--- src/rtl/player_motion.sv ---
// Player sprite motion: queues move commands and applies one per frame tick, with wall clamping.
// Define PLAYER_WRAP_EN to wrap the sprite to the opposite wall instead of clamping it.
module player_motion #(
  parameter int STEP       = 8,
  parameter int FIFO_DEPTH = 4,
  parameter int X_MIN      = 330,
  parameter int X_MAX      = 1210,
  parameter int Y_MIN      = 220,
  parameter int Y_MAX      = 620
) (
  input  logic        i_clk,
  input  logic        i_rst,
  input  logic        i_frame_tick,
  input  logic        i_cmd_valid,
  input  logic [2:0]  i_cmd,
  output logic        o_cmd_ready,
  output logic [11:0] o_player_x,
  output logic [11:0] o_player_y,
  output logic        o_pos_upd,
  output logic        o_tick_miss,
  output logic [4:0]  o_fifo_count,
  output logic [1:0]  o_dbg_state
);

  // Handshake: a command transfers on a rising edge where i_cmd_valid && o_cmd_ready;
  // the source holds i_cmd stable while valid is high and ready is low.

  localparam int PW = $clog2(FIFO_DEPTH);
  localparam logic signed [12:0] L_XMIN = 13'(X_MIN);
  localparam logic signed [12:0] L_XMAX = 13'(X_MAX);
  localparam logic signed [12:0] L_YMIN = 13'(Y_MIN);
  localparam logic signed [12:0] L_YMAX = 13'(Y_MAX);
  localparam logic signed [12:0] L_STEP = 13'(STEP);
  localparam logic [11:0] HOME_X = 12'd770;
  localparam logic [11:0] HOME_Y = 12'd420;

  typedef enum logic [1:0] {S_IDLE = 2'd0, S_FETCH = 2'd1, S_APPLY = 2'd2} state_t;

  state_t      r_state, w_next;
  logic [2:0]  r_mem [FIFO_DEPTH];
  logic [PW-1:0] r_wr_ptr, r_rd_ptr;
  logic [4:0]  r_count;
  logic [2:0]  r_cmd;
  logic [11:0] r_x, r_y;
  logic        r_pos_upd, r_tick_miss;

  logic        w_push, w_pop;
  logic signed [12:0] w_cx, w_cy, w_nx, w_ny, w_fx, w_fy;

  assign o_cmd_ready  = (r_count != 5'(FIFO_DEPTH));
  assign w_push       = i_cmd_valid && o_cmd_ready;
  assign w_pop        = (r_state == S_FETCH);
  assign o_player_x   = r_x;
  assign o_player_y   = r_y;
  assign o_pos_upd    = r_pos_upd;
  assign o_tick_miss  = r_tick_miss;
  assign o_fifo_count = r_count;
  assign o_dbg_state  = r_state;

  always_comb begin
    w_next = r_state;
    case (r_state)
      S_IDLE:  if (i_frame_tick && r_count != 5'd0) w_next = S_FETCH;
      S_FETCH: w_next = S_APPLY;
      S_APPLY: w_next = S_IDLE;
      default: w_next = S_IDLE;
    endcase
  end

  assign w_cx = signed'({1'b0, r_x});
  assign w_cy = signed'({1'b0, r_y});

  always_comb begin
    w_nx = w_cx;
    w_ny = w_cy;
    case (r_cmd)
      3'd1: w_ny = w_cy - L_STEP;
      3'd2: w_ny = w_cy + L_STEP;
      3'd3: w_nx = w_cx - L_STEP;
      3'd4: w_nx = w_cx + L_STEP;
      3'd5: begin
        w_nx = signed'({1'b0, HOME_X});
        w_ny = signed'({1'b0, HOME_Y});
      end
      default: ;
    endcase
`ifdef PLAYER_WRAP_EN
    if (w_nx > L_XMAX)      w_fx = L_XMIN;
    else if (w_nx < L_XMIN) w_fx = L_XMAX;
    else                    w_fx = w_nx;
    if (w_ny > L_YMAX)      w_fy = L_YMIN;
    else if (w_ny < L_YMIN) w_fy = L_YMAX;
    else                    w_fy = w_ny;
`else
    if (w_nx > L_XMAX)      w_fx = L_XMAX;
    else if (w_nx < L_XMIN) w_fx = L_XMIN;
    else                    w_fx = w_nx;
    if (w_ny > L_YMAX)      w_fy = L_YMAX;
    else if (w_ny < L_YMIN) w_fy = L_YMIN;
    else                    w_fy = w_ny;
`endif
  end

  // Storage needs no reset; only the pointers and count define occupancy.
  always_ff @(posedge i_clk) begin
    if (!i_rst && w_push) r_mem[r_wr_ptr] <= i_cmd;
  end

  always_ff @(posedge i_clk) begin
    if (i_rst) begin
      r_state     <= S_IDLE;
      r_wr_ptr    <= '0;
      r_rd_ptr    <= '0;
      r_count     <= 5'd0;
      r_cmd       <= 3'd0;
      r_x         <= HOME_X;
      r_y         <= HOME_Y;
      r_pos_upd   <= 1'b0;
      r_tick_miss <= 1'b0;
    end else begin
      r_state     <= w_next;
      r_tick_miss <= i_frame_tick && (r_state != S_IDLE);
      r_pos_upd   <= 1'b0;
      if (w_push) r_wr_ptr <= r_wr_ptr + 1'b1;
      if (w_pop) begin
        r_cmd    <= r_mem[r_rd_ptr];
        r_rd_ptr <= r_rd_ptr + 1'b1;
      end
      r_count <= r_count + 5'(w_push) - 5'(w_pop);
      if (r_state == S_APPLY) begin
        r_x       <= w_fx[11:0];
        r_y       <= w_fy[11:0];
        r_pos_upd <= (w_fx[11:0] != r_x) || (w_fy[11:0] != r_y);
      end
    end
  end

endmodule

--- config.mk ---
export PLATFORM = sky130hd
export DESIGN_NAME = player_motion
export DESIGN_NICKNAME = d
export VERILOG_FILES = /design/src/rtl/player_motion.sv
export SDC_FILE = /design/constraint.sdc
export NUM_CORES = 1
export LEC_CHECK = 0
export ABC_AREA = 1
export BUFFER_PORTS_ARGS = -buffer_cell sky130_fd_sc_hd__buf_2
export CORE_MARGIN = 10
export CORE_UTILIZATION = 64
export DETAILED_ROUTE_END_ITERATION = 16
export PLACE_DENSITY = 0.82
export SETUP_SLACK_MARGIN = 0.05
export SYNTH_ARGS = -nofsm -noshare
export SYNTH_HDL_FRONTEND = slang
export SYNTH_SLANG_ARGS = --single-unit
--- constraint.sdc ---
create_clock -name i_clk -period 4.6 [get_ports i_clk]
set_clock_uncertainty 0.05 [all_clocks]
set_input_delay 0.69 -clock i_clk [delete_from_list [all_inputs] [get_ports i_clk]]
set_output_delay 0.69 -clock i_clk [all_outputs]
set_load 0.1 [all_outputs]
==> key figures <==
Placed design
  • Port buffer count: 40
  • Dpl cells: 720
  • GPL Wtd Cong: a little under 1
  • Setup WS pre-CTS: 0.9372 ns
  • HPWL Detailed: around 7.4 mm

Yosys
  • EDFF count, synth: 12
  • Syn avg cell area: approximately 6.4 µm²
  • Post-synth top area cell: dfxtp_1
  • Simple-Gate Fraction of Synth Area: 0.3539
  • Mux cell area share after synthesis: 0
  • Ys Warns: 0
  • Synth Area in Adders: 0.1048
  • Sequential element share of the synthesized area: 0.2964
  • Top post-synthesis cells by area: dfxtp_1 20%, nand2_1 16%, inv_1 9.8%
  • Synthesized Nets: 652
  • Area share of the largest cell type after synthesis: 0.2044
  • Post-Syn Instances: 614
  • Cell variety after synth: 30
  • Ys flop type: dfxtp_1
  • Xor/xnor cell area share of the yosys netlist: 0.01341
  • Post-synthesis async set-or-reset flop share: 0
  • Register bit total from synthesis: 52
  • Largest family of logic cells by synthesized area: simple AND/OR/NAND/NOR gates
  • Mapped Area: around 3900 µm²
  • Complex-gate fraction of the synthesized area: 0.1185

Clocking
  • CTS H-tree depth: 2
  • Post-CTS setup buffers: 0
  • Post-CTS sizing: 0
  • CTS Buf Count: 5
  • Clock Sinks: 52
  • TritonCTS clock tree: yes
  • CTS clk-pin slew, worst paths: roughly 0.1 ns
  • Clock Tree Root: clkbuf_8
  • Bufs on Longest Clock Path: 2
  • Clk_lat worst skew: 0.32 ns
  • Hold buffers post-CTS: 0

Cells and area
  • Syn-to-layout area delta: 8.655%
  • Share of layout cells above drive strength 1: 0.09342
  • Ant diodes: 0
  • Fin cells: 728
  • Filler Cell Count: 509
  • Nets: 690

Timing
  • Hold slack final: 0.4360 ns
  • Slew margin rel.: 0.5636
  • # setup viols final: 0
  • Period minus WS final: ~3.7 ns
  • Count of pins over their slew limit: 0
  • TNS Setup: 0 ns
  • Fin. Hold Viols: 0
  • RSZ-0062 raised after global routing: false
  • Final period util: 0.7969
  • Fmax: around 270 MHz
  • Final worst slack: slightly above 0.9 ns
  • Worst slew pin tran: 0.6539 ns

Global route
  • Antenna violations before repair: 0
  • Number of global-route vias before repair: approximately 3700
  • Pin count of the biggest net entering global routing: 29
  • Global Route Usage Sum: 0.1929
  • GRT Residual Overflow: 0
  • First-pass GRT wire length: 16.22 mm

Power and ir drop
  • Max VDD drop: 0.0004864 V
  • Power Density: just over 600 nW/µm²
  • P_leak: 0.002292 µW

Setup path
  • Critical Path AT: 3.84 ns
  • Crit path max fanout: 12
  • Kind of critical path: reg -> reg
  • Worst Path Required: ~4.8 ns
  • Crit end category: register
  • Startpoint Class: register

Floorplan
  • Boundary pin count: 41
  • Die area: 9650 µm²
  • Die width: slightly below 100 µm
  • Rows: 28
  • Initial Utilization: 0.6617
  • Core area: about 5900 µm²
  • Die Span Y: roughly 98 µm

Run
  • Max-Cap Viols: 0

Drt
  • First drt pass iteration count: 6
  • Via count: 3966
  • DRT antenna net count: 0
  • Final wirelength: 9.512 mm
  • WL/cell: 13.07 µm
  • DRT iter0 DRCs: 386
  • DRC: 0
  • Avg Vias per Cell: 5.448

Min path
  • Hold crit path type: reg -> reg

Run status
  • Status: complete, no violations
cells in the final DEF (no fill, tap or decap), drive strengths merged:
cell / Yosys / layout
nor2: 61 / 61
nor3: 10 / 10
a21oi: 35 / 35
buf: 3 / 41
nand4: 3 / 3
clkbuf: 7 / 5
fa: 3 / 3
ha: 28 / 28
clkinvlp: 0 / 1
nand2: 175 / 175
o211ai: 3 / 3
xor2: 5 / 5
nand3b: 6 / 6
dfxtp: 40 / 40
a31oi: 3 / 3
xnor2: 1 / 1
o22ai: 3 / 3
nand3: 68 / 68
o21ai: 44 / 44
o41ai: 1 / 1
edfxtp: 12 / 12
inv: 103 / 105
synthesized netlist by cell type (3+ instances only):
| cell type | instances |
|---|---|
| nand3_1 | 65 |
| nand2_1 | 170 |
| clkbuf_1 | 7 |
| o211ai_1 | 3 |
| nor3_1 | 9 |
| nand3_2 | 3 |
| dfxtp_1 | 40 |
| o21ai_1 | 3 |
| nand3b_1 | 6 |
| o22ai_1 | 3 |
| fa_1 | 3 |
| xor2_1 | 5 |
| edfxtp_1 | 12 |
| a21oi_1 | 35 |
| a31oi_1 | 3 |
| o21ai_0 | 41 |
| nand2_2 | 4 |
| inv_1 | 102 |
| ha_1 | 28 |
| nor2_1 | 60 |
critical path: stages, from the launching register on:
cell and delay [ns]:
dfxtp_1 0.35, inv_1 0.19, nand3_1 0.52, ha_1 0.56
inv_1 0.05, nand2_1 0.12, nand3_1 0.11, nand2_1 0.09
nand2_1 0.07, o21ai_0 0.15, nand2_1 0.07, nand3_1 0.23
nand2_1 0.16, nor2_1 0.16, nand2_1 0.08, nand2_1 0.07
nand2_1 0.05, nor2_1 0.10, nand2_1 0.08, nor3_2 0.12
nand3_1 0.09, nand2_1 0.06, inv_1 0.03
cell type report:
cell class / count / area (µm²) / share of cell area
clock inverters: 3 / 25.02 / 0.005879
well taps: 75 / 93.84 / 0.02205
inverters: 103 / 386.6 / 0.09083
multi-input cells: 449 / 2313 / 0.5435
repair buffers: 41 / 207.7 / 0.04879
clock buffers: 5 / 68.82 / 0.01617
flip-flops and latches: 52 / 1161 / 0.2728
worst paths after layout:
kind	startpoint	to	slack, ns	cells past startpoint
setup / recovery	r_cmd[2]	o_pos_upd	0.93	22
hold / removal	o_player_y[10]	o_player_y[10]	0.44	2
setup reg to reg	r_cmd[2]	o_pos_upd	0.93	22
hold reg to reg	o_player_y[10]	o_player_y[10]	0.44	2
routing by layer:
layer	global-route usage	vias to the layer above	wire length [µm]
li1	-	2048	-
met1	0.2410	1752	4207
met2	0.3142	147	4314
met3	0.05215	19	823
met4	0.06284	0	167
met5	0	-	0
power by group:
| group | internal, µW | switching (µW) |
|---|---|---|
| clock | 111 | 170 |
| sequential | 527 | 72.1 |
| combinational | 496 | 1250 |
cells by family (layout without fill, tap and decap cells):
| group | count (synthesis) | in the layout |
|---|---|---|
| and+or+nand+nor | 323 | 323 |
| xor gates and xnor gates | 6 | 6 |
| AOI/OAI and AO/OA | 89 | 89 |
| DFF | 52 | 52 |
| adders and majority gates | 31 | 31 |
| buffers and inverters | 113 | 152 |
flip-flops by register name, indices dropped and copies added, names as in the netlist:
name,count
o_dbg_state,2
o_fifo_count,5
o_player_x,12
o_player_y,12
o_pos_upd,1
o_tick_miss,1
r_cmd,3
r_mem,12
r_rd_ptr,2
r_wr_ptr,2
metrics by stage:
stage,total power (µW),area [µm²],util
after floorplan,2031,3918,-
after global placement,2290,4163,0.7031
after detailed placement,2328,4163,0.7031
after CTS,2612,4257,0.7189
after global routing,2882,4257,0.7189
final,2628,4257,0.7189
Note: power is estimated with default switching activity, not from simulation.
